### config.mk
export PLATFORM = sky130hd
export DESIGN_NAME = hpu_if_ras_ctrl
export DESIGN_NICKNAME = d
export VERILOG_FILES = /design/src/rtl/hpu_if_ras_ctrl.sv
export SDC_FILE = /design/constraint.sdc
export NUM_CORES = 1
export LEC_CHECK = 0
export BUFFER_PORTS_ARGS = -buffer_cell sky130_fd_sc_hd__buf_2
export CAP_MARGIN = 20
export CELL_PAD_IN_SITES_DETAIL_PLACEMENT = 0
export CELL_PAD_IN_SITES_GLOBAL_PLACEMENT = 1
export CORE_UTILIZATION = 35
export DETAILED_ROUTE_END_ITERATION = 8
export MAX_ROUTING_LAYER = met4
export PLACE_DENSITY_LB_ADDON = 0.1
export SYNTH_ARGS = -nofsm -noshare
export SYNTH_HDL_FRONTEND = slang
export SYNTH_SLANG_ARGS = --single-unit
### constraint.sdc
create_clock -name clk_i -period 21.6 [get_ports clk_i]
set_input_delay 4.32 -clock clk_i [delete_from_list [all_inputs] [get_ports clk_i]]
set_output_delay 4.32 -clock clk_i [all_outputs]
set_load 0.02 [all_outputs]
### src/rtl/hpu_if_ras_ctrl.sv
// hpu_if_ras_ctrl: speculative return-address stack for the HPU IF stage.
// A CALL pushes PC+4. A RET pops when the stack is non-empty. The top
// entry is the predicted target for a RET in IF1 in the same cycle.
// Each instruction receives a checkpoint (ptr, cnt, and optionally the top
// entry). A back-end flush uses that checkpoint to restore the stack.
// Optional feature macro: HPU_RAS_CKPT_TOP_EN. When it is defined, the top
// entry is included in the checkpoint and rewritten on flush.

package hpu_if_ras_pkg;

    typedef logic [31:0] pc_t;

    typedef enum logic [2:0] {
        IS_NORMAL = 3'd0,
        IS_BRANCH = 3'd1,
        IS_JAL    = 3'd2,
        IS_JALR   = 3'd3,
        IS_CALL   = 3'd4,
        IS_RET    = 3'd5
    } qdec_type_e;

endpackage : hpu_if_ras_pkg

module hpu_if_ras_ctrl
    import hpu_if_ras_pkg::*;
#(
    parameter  int RAS_DEPTH = 8,
    localparam int PTR_W     = $clog2(RAS_DEPTH)
) (
    input  logic             clk_i,
    input  logic             rst_i,
    input  logic             qdec_vld_i,
    input  qdec_type_e       qdec_type_i,
    input  pc_t              cur_inst_pc_if1_i,
    output logic             ras_pred_vld_o,
    output pc_t              ras_pred_npc_o,
    output logic [PTR_W-1:0] ras_ckpt_ptr_o,
    output logic [PTR_W:0]   ras_ckpt_cnt_o,
    output pc_t              ras_ckpt_top_o,
    input  logic             flush_i,
    input  logic [PTR_W-1:0] flush_ckpt_ptr_i,
    input  logic [PTR_W:0]   flush_ckpt_cnt_i,
    input  pc_t              flush_ckpt_top_i
);

    localparam int               CNT_W    = PTR_W + 1;
    localparam logic [CNT_W-1:0] CNT_MAX  = CNT_W'(RAS_DEPTH);
    localparam logic [CNT_W-1:0] CNT_ONE  = CNT_W'(1);
    localparam logic [CNT_W-1:0] CNT_ZERO = CNT_W'(0);
    localparam logic [PTR_W-1:0] PTR_ONE  = PTR_W'(1);
    localparam pc_t              PC_INC   = 32'd4;

    logic [PTR_W-1:0] ptr_q;
    logic [PTR_W-1:0] ptr_d;
    logic [CNT_W-1:0] cnt_q;
    logic [CNT_W-1:0] cnt_d;
    pc_t              entry_q [RAS_DEPTH];
    pc_t              entry_d [RAS_DEPTH];

    logic             not_empty_s;
    logic [PTR_W-1:0] ptr_inc_s;
    logic [PTR_W-1:0] ptr_dec_s;
    pc_t              ret_addr_s;
    pc_t              top_s;

    assign not_empty_s = (cnt_q != CNT_ZERO);
    // ptr is exactly log2(depth) bits wide, so plain +/- wraps modulo the depth
    assign ptr_inc_s   = ptr_q + PTR_ONE;
    assign ptr_dec_s   = ptr_q - PTR_ONE;
    // carry out of bit 31 is dropped on purpose: a CALL at the top of memory returns to 0
    assign ret_addr_s  = cur_inst_pc_if1_i + PC_INC;
    assign top_s       = entry_q[ptr_q];

    // Prediction and checkpoint outputs are taken directly from the stored state
    assign ras_pred_vld_o = not_empty_s;
    assign ras_pred_npc_o = top_s;
    assign ras_ckpt_ptr_o = ptr_q;
    assign ras_ckpt_cnt_o = cnt_q;

`ifdef HPU_RAS_CKPT_TOP_EN
    assign ras_ckpt_top_o = top_s;
`else
    logic unused_flush_top_s;
    assign ras_ckpt_top_o     = 32'h0000_0000;
    assign unused_flush_top_s = ^flush_ckpt_top_i;
`endif

    // Next-state selection: flush restore first, then qdec push/pop, otherwise hold
    always_comb begin
        ptr_d   = ptr_q;
        cnt_d   = cnt_q;
        entry_d = entry_q;
        if (flush_i) begin
            // any qdec event in this cycle is on the wrong path and is dropped
            ptr_d = flush_ckpt_ptr_i;
            cnt_d = flush_ckpt_cnt_i;
`ifdef HPU_RAS_CKPT_TOP_EN
            entry_d[flush_ckpt_ptr_i] = flush_ckpt_top_i;
`endif
        end else if (qdec_vld_i) begin
            case (qdec_type_i)
                IS_CALL: begin
                    // at full occupancy the push wraps onto the oldest entry
                    ptr_d            = ptr_inc_s;
                    entry_d[ptr_inc_s] = ret_addr_s;
                    if (cnt_q == CNT_MAX) begin
                        cnt_d = CNT_MAX;
                    end else begin
                        cnt_d = cnt_q + CNT_ONE;
                    end
                end
                IS_RET: begin
                    // a RET on an empty stack leaves state alone; fetch falls back to BTB
                    if (not_empty_s) begin
                        ptr_d = ptr_dec_s;
                        cnt_d = cnt_q - CNT_ONE;
                    end else begin
                        ptr_d = ptr_q;
                        cnt_d = cnt_q;
                    end
                end
                default: begin
                    ptr_d = ptr_q;
                    cnt_d = cnt_q;
                end
            endcase
        end else begin
            ptr_d = ptr_q;
            cnt_d = cnt_q;
        end
    end

    // Stack pointer and occupancy registers with async clear
    always_ff @(posedge clk_i or posedge rst_i) begin
        if (rst_i) begin
            ptr_q <= '0;
            cnt_q <= '0;
        end else begin
            ptr_q <= ptr_d;
            cnt_q <= cnt_d;
        end
    end

    // Return-address entry array with async clear
    always_ff @(posedge clk_i or posedge rst_i) begin
        if (rst_i) begin
            for (int i = 0; i < RAS_DEPTH; i++) begin
                entry_q[i] <= 32'h0000_0000;
            end
        end else begin
            for (int i = 0; i < RAS_DEPTH; i++) begin
                entry_q[i] <= entry_d[i];
            end
        end
    end

endmodule : hpu_if_ras_ctrl
==> metrics.md, run 1 <==
| Metric | Value |
|---|---|
| Outcome | completed |
| CP arrival | 3120 ps |
| Drt initial violations | 426 |
| Largest family of logic cells by synthesized area | multiplexers |
| Post-DP HPWL | 19.4 mm |
| RSZ-0062 raised after global routing | false |
| Initial antenna violation count | 4 |
| CTS tree | built |
| Clk slew on worst S/H paths | 50 ps |
| Adder-Cell Fraction of Synth Area | 0.606% |
| Hold buffers post-CTS | 0 |
| Starting density of the core | 35.7% |
| Largest area contributor in the netlist | dfrtp_1 |
| Die Y | 190 um |
| CP Cell Sequence | buf_4, mux4_2, mux2_2, buf_2 |
| # fillers | 3457 |
| Hold Crit Class | reg -> reg |
| LEAKAGE | 6.48 nW |
| Compound-Gate Fraction of Synth Area | 9.33% |
| R2R cell count | 7 |
| Core region area | 34700 um2 |
| Vias in the first global route | 8323 |
| Root Buffer | clkbuf_16 |
| Drt drc | 0 |
| Synth top area share | 53.1% |
| Final WL | 32.5 mm |
| Fmax | 134 MHz |
| Largest net degree at the start of global routing | 130 |
| Buf+Inv Stages, Crit Path | 2 |
| Power Density | 97.8 nW/um2 |
| Post-CTS setup buffer count | 0 |
| Detailed-route via count | 8256 |
| Gr usage total | 19.4% |
| Placed Cells | 1599 |
| Register area | 6590 um2 |
| Final Hold Vio Count | 0 |
| Pwr Total | 0.00139 W |
| Startpoint Class | flip-flop |
| Die Area | 36100 um2 |
| Crit-path max cell delay | 800 ps |
| IO Port Bufs | 85 |
| Post-Synthesis Cells | 1113 |
| Share of layout cells above drive strength 1 | 24.3% |
| WL/cell | 19.6 um |
| CP delay by family, top | buffers and inverters |
| Bufs on Longest Clock Path | 3 |
| Warnings, synthesis | 0 |
| Top_reg_cell synth | dfrtp_1 |
| Hold Crit Start | entry_q[0]$_DFFE_PP0P_ |
| Slew Limit Headroom | 30.5% |
| Die X | 190 um |
| Seq cells post-synth | 263 |
| CTS resizes | 0 |
| WHS | 464 ps |
| Max cap viols | 0 |
| Area of the multi-input gates | 5340 um2 |
| Critical-path maximum fanout | 39 |
| I/O Pins | 150 |
| Worst Hold Path Cells | 2 |
| Reg2reg start | ras_ckpt_ptr_o[1]$_DFFE_PP0P_ |
| Element type at the critical path end | output pin |
| Worst Tran Pin Value | 1040 ps |
| Hold path endpoint | entry_q[0]$_DFFE_PP0P_ |
| Finished Core Util | 40.8% |
| Mapped Area | 12400 um2 |
| TritonCTS Sinks | 263 |
| Antenna viol nets, final | 0 |
| Synth unique cells | 41 |
| Fin. max-slew vios | 0 |
| Reg2reg end | entry_q[160]$_DFFE_PP0P_ |
| Required @ worst endpoint | 17280 ps |
| Clock Latency Late Sink | 500 ps |
| Routed vias/inst | 4.98 |
| Crit Path Category | reg -> out |
| Register area share after synthesis | 53.1% |
| CTS Buf Count | 34 |
| First-pass GRT wire length | 51.1 mm |
| Share of flip-flops with an asynchronous set or reset | 100% |
| Final #Nets | 1264 |
| Max stage delay cell, worst path | dfrtp_4 |
| Mux share of post-synthesis cell area | 17.8% |
| Gpl congestion | 0.738 |
| Grt ovf | 0 |
| Dominant cells by area after synthesis | dfrtp_1 (53%), mux4_2 (12%), nand2_1 (6.8%) |
| CTS H-tree lvls | 2 |
| Final setup fails | 0 |
| Top-count cell post-synth | dfrtp_1 |
| Site row count | 68 |
| Fin crit period | 7440 ps |
| Final TNS setup | 0 ps |
| Final instance count without filler cells | 1659 |
| Top post-synthesis cells by count | dfrtp_1 (263), nand2_1 (225), o21ai_0 (166) |
| Area share of xor/xnor cells in the synthesized design | 2.66% |
| Mean post-synth cell area | 11.1 um2 |
| Simple-Gate Fraction of Synth Area | 11.6% |
| EDFF count, synth | 0 |
| DR pass1 iterations | 5 |
| Area Growth Syn to Fin | 14.3% |
| Setup slack, reg-to-reg | 17940 ps |
| Fin crit share | 34.4% |
| Clk_skew | 10.9 ps |
| Maximum vdd ir drop | 0.0000540 V |
-- worst max path at each step --
stage | start | endpoint | slack [ps] | cells past startpoint
6_report | ras_ckpt_ptr_o[0]$_DFFE_PP0P_ | ras_pred_npc_o[16] | 14160 | 4
5_1_grt | ras_ckpt_ptr_o[0]$_DFFE_PP0P_ | ras_pred_npc_o[16] | 13980 | 4
4_1_cts | ras_ckpt_ptr_o[0]$_DFFE_PP0P_ | ras_pred_npc_o[14] | 14040 | 4
3_5_place_dp | rst_i | entry_q[116]$_DFFE_PP0P_ | 14520 | 4
3_3_place_gp | rst_i | entry_q[116]$_DFFE_PP0P_ | 14510 | 4
2_1_floorplan | rst_i | entry_q[0]$_DFFE_PP0P_ | 10040 | 1
-- worst register-to-register path: stages (launching register included) --
cell and delay (ps):
dfrtp_4 580, buf_4 840, ha_1 380, xnor2_1 160
and2_1 260, nand2_2 390, buf_4 530, mux2_2 410
-- layout by cell type (no fill, tap or decap), types with 2 or more instances in the layout --
cell       count
and4_1         3
mux2i_1        2
buf_4         14
inv_1         11
nand2_1      220
nand2_2        5
o21ai_0      166
nand3_1       10
mux2_1         5
xnor2_2        3
clkbuf_16     35
mux2_2        61
mux4_2        64
clkbuf_1       9
ha_1           6
nor4_1         3
o21ai_1       14
a21oi_1       46
nor3_1         4
conb_1        32
nand4_1       14
diode_2        4
buf_2         85
and2_1         4
dfrtp_1      260
clkbuf_8      10
xor2_1        22
and3_1         4
nor2_1        55
nor3_2         3
xnor2_1       10
dfrtp_4        2
nand4_2        2
-- registers in the layout (all words and copies together), names as in the netlist --
| register | count |
|---|---|
| entry_q | 256 |
| ras_ckpt_cnt_o | 4 |
| ras_ckpt_ptr_o | 3 |
-- kinds of logic (layout without fill, tap and decap cells) --
kind of cell	count (synthesis)	after routing
buf+inv	111	167
other cells	1	36
simple gates	336	336
xor+xnor	35	35
compound gates	229	229
mux	132	132
fa+ha+maj	6	6
flops	263	263
-- report_power, final --
group	internal, W	switching (W)	total (W)
registers	0.000573	0.0000454	0.000619
logic	0.000107	0.000121	0.000228
clock network	0.000330	0.000209	0.000539
total	0.00101	0.000376	0.00139
-- routing by layer --
metal,part of all wire [%],routed length (um),global-route usage (%)
met1,48,15600,26.9
met2,46,14900,29.4
met3,4.3,1410,3.14
met4,2.0,653,5.02
met5,0,0,-
-- stage by stage --
stage / cell area, um2 / setup slack, ps
3_3_place_gp: 13100 / 14510
4_1_cts: 14100 / 14040
3_5_place_dp: 13100 / 14520
6_report: 14200 / 14160
2_1_floorplan: 12500 / 10040
5_1_grt: 14200 / 13980
-- area by class of cell --
class	instances	share of cell area, %
Multi-Input combinational cell	770	37.7
Sequential cell	263	46.5
Tap cell	455	4.02
Clock buffer	54	7.40
Inverter	12	0.371
Clock inverter	2	0.115
Antenna cell	4	0.0707
Timing Repair Buffer	99	3.75
(Power assumes the default switching activity.)
==> inputs of run 2 (changes only) <==
Clock period 21.6 ns to 7.2 ns, I/O delays scaled along.
==> run 2 against run 1 <==
  * Critical path depth stayed put
  * Wire length increased by 1.8%
  * Total power rose to 2.9 times the previous value
  * Largest power group unchanged
  * Highest routed layer unchanged
==> metrics.md, run 2 (same netlist as run 1, synthesis figures left out) <==
| Metric | Value |
|---|---|
| Final #Nets | 1260 (was 1264) |
| First-pass GRT wire length | 51.7 mm (was 51.1 mm) |
| TritonCTS Sinks | 263 (unchanged) |
| Detailed-route via count | 8188 (was 8256) |
| Clk_skew | 7.68 ps (was 10.9 ps) |
| # fillers | 3412 (was 3457) |
| Worst Tran Pin Value | 967 ps (was 1040 ps) |
| CTS resizes | 0 (unchanged) |
| Grt ovf | 0 (unchanged) |
| Register area | 6590 um2 (unchanged) |
| Fmax | 217 MHz |
| Drt drc | 0 (unchanged) |
| Starting density of the core | 35.7% (unchanged) |
| CTS tree | built (unchanged) |
| Die Area | 36100 um2 (unchanged) |
| LEAKAGE | 6.49 nW (was 6.48 nW) |
| RSZ-0062 raised after global routing | false (unchanged) |
| Antenna viol nets, final | 0 (unchanged) |
| Die X | 190 um (unchanged) |
| Area Growth Syn to Fin | 14.0% (was 14.3%) |
| CTS Buf Count | 31 (was 34) |
| Max stage delay cell, worst path | dfrtp_4 (unchanged) |
| Hold Crit Start | entry_q[129]$_DFFE_PP0P_ (was entry_q[0]$_DFFE_PP0P_) |
| Clk slew on worst S/H paths | 60 ps (was 50 ps) |
| Reg2reg start | ras_ckpt_ptr_o[1]$_DFFE_PP0P_ (unchanged) |
| DR pass1 iterations | 4 (was 5) |
| Critical-path maximum fanout | 49 (was 39) |
| WL/cell | 20.0 um (was 19.6 um) |
| CP arrival | 3180 ps (was 3120 ps) |
| Fin. max-slew vios | 0 (unchanged) |
| IO Port Bufs | 85 (unchanged) |
| Met2 usage | 31.0% (was 29.4%) |
| Grt met1 use | 26.8% (was 26.9%) |
| Final setup fails | 0 (unchanged) |
| Final WL | 33.1 mm (was 32.5 mm) |
| Clock Latency Late Sink | 550 ps (was 500 ps) |
| Crit-path max cell delay | 1050 ps (was 800 ps) |
| Final Hold Vio Count | 0 (unchanged) |
| I/O Pins | 150 (unchanged) |
| Bufs on Longest Clock Path | 3 (unchanged) |
| Reg2reg end | entry_q[67]$_DFFE_PP0P_ (was entry_q[160]$_DFFE_PP0P_) |
| CP Cell Sequence | buf_4, mux4_2, mux2_2, buf_2 (unchanged) |
| Max reg flops | 256 (unchanged) |
| Fin crit period | 4620 ps |
| Final instance count without filler cells | 1656 (was 1659) |
| Required @ worst endpoint | 5760 ps (was 17280 ps) |
| Root Buffer | clkbuf_16 (unchanged) |
| Busiest grt layer | met2 (unchanged) |
| Area of the multi-input gates | 5350 um2 (was 5340 um2) |
| Startpoint Class | flip-flop (unchanged) |
| Initial antenna violation count | 3 (was 4) |
| Outcome | completed (unchanged) |
| Worst Hold Path Cells | 2 (unchanged) |
| Setup slack, reg-to-reg | 3460 ps (was 17940 ps) |
| Fin crit share | 64.1% |
| Commonest non-fill, non-tap cell in the layout | dfrtp_1 (unchanged) |
| Maximum vdd ir drop | 0.000177 V (was 0.0000540 V) |
| Power Density | 288 nW/um2 (was 97.8 nW/um2) |
| Cell Area, Placed | 13100 um2 (about the same) |
| Hold path endpoint | entry_q[129]$_DFFE_PP0P_ (was entry_q[0]$_DFFE_PP0P_) |
| Pwr Total | 0.00407 W (was 0.00139 W) |
| Element type at the critical path end | output pin (unchanged) |
| Die Y | 190 um (unchanged) |
| Max cap viols | 0 (unchanged) |
| Most frequent cells in the layout | dfrtp_1 (260), nand2_1 (220), o21ai_0 (166) (unchanged) |
| Core region area | 34700 um2 (unchanged) |
| GRT met3 Usage | 2.66% (was 3.14%) |
| Site row count | 68 (unchanged) |
| Routed vias/inst | 4.94 (was 4.98) |
| Slew Limit Headroom | 35.5% (was 30.5%) |
| Gr usage total | 19.6% (was 19.4%) |
| CTS H-tree lvls | 1 (was 2) |
| Crit Path Category | reg -> out (unchanged) |
| Hold buffers post-CTS | 0 (unchanged) |
| Placed Cells | 1597 (was 1599) |
| Drt initial violations | 364 (was 426) |
| Final TNS setup | 0 ps (unchanged) |
| Gpl congestion | 0.724 (was 0.738) |
| Vias in the first global route | 8347 (was 8323) |
| Post-DP HPWL | 19.2 mm (was 19.4 mm) |
| Register bank with the most flops | entry_q (unchanged) |
| R2R cell count | 7 (unchanged) |
| Hold Crit Class | reg -> reg (unchanged) |
| Design area | 14100 um2 (was 14200 um2) |
| Share of layout cells above drive strength 1 | 24.2% (was 24.3%) |
| Post-CTS setup buffer count | 0 (unchanged) |
| Largest net degree at the start of global routing | 153 (was 130) |
## run 2: cell count changes in the layout (fill, tap and decap cells not counted), moves of 2 or more
cell,change
nand2_4,+2
buf_12,+3
clkinv_2,+4
buf_4,-4
nand2_2,-2
clkbuf_16,-4
## run 2: per-stage QoR
step                      hold WS [ps]  util, %  worst slack, ps
final                              469     40.7             2580
after global routing               493     40.7             2380
after CTS                          472     40.6             2470
after detailed placement           459     37.7             3070
after floorplan                    434        -             2290
after global placement             456     37.7             3080
## run 2: area by class of cell
type | instances | area share, %
flip-flops and latches | 263 | 46.7
diodes | 3 | 0.0531
clock inverters | 5 | 0.354
clock buffers | 50 | 6.71
inverters | 12 | 0.345
repair buffers | 98 | 3.97
multi-input cells | 770 | 37.9
well taps | 455 | 4.03
## run 2: how the worst max path moves through the flow
stage                                        from                endpoint  slack [ps]
floorplan                                   rst_i  entry_q[0]$_DFFE_PP0P_        2290
global placement    ras_ckpt_ptr_o[0]$_DFFE_PP0P_       ras_pred_npc_o[3]        3080
detailed placement  ras_ckpt_ptr_o[0]$_DFFE_PP0P_       ras_pred_npc_o[3]        3070
CTS                 ras_ckpt_ptr_o[0]$_DFFE_PP0P_       ras_pred_npc_o[3]        2470
global route        ras_ckpt_ptr_o[0]$_DFFE_PP0P_       ras_pred_npc_o[3]        2380
finish              ras_ckpt_ptr_o[0]$_DFFE_PP0P_       ras_pred_npc_o[3]        2580
## run 2: worst max-delay path, delay by kind of cell (launching register included)
| kind | cells | cell delay [ps] |
|---|---|---|
| buffers and inverters | 2 | 680 |
| DFF | 1 | 1050 |
| muxes | 2 | 860 |
## run 2: power breakdown
group | internal (W) | switching (W) | total, W
Sequential | 0.00172 | 0.000150 | 0.00187
Combinational | 0.000321 | 0.000353 | 0.000674
Clock | 0.000923 | 0.000609 | 0.00153
## run 2: per-layer routing
| layer | wire [um] | vias to the layer above |
|---|---|---|
| met4 | 563 | 0 |
| met3 | 1150 | 47 |
| met2 | 15500 | 122 |
| met5 | 0 | - |
| li1 | - | 3965 |
| met1 | 15900 | 4054 |
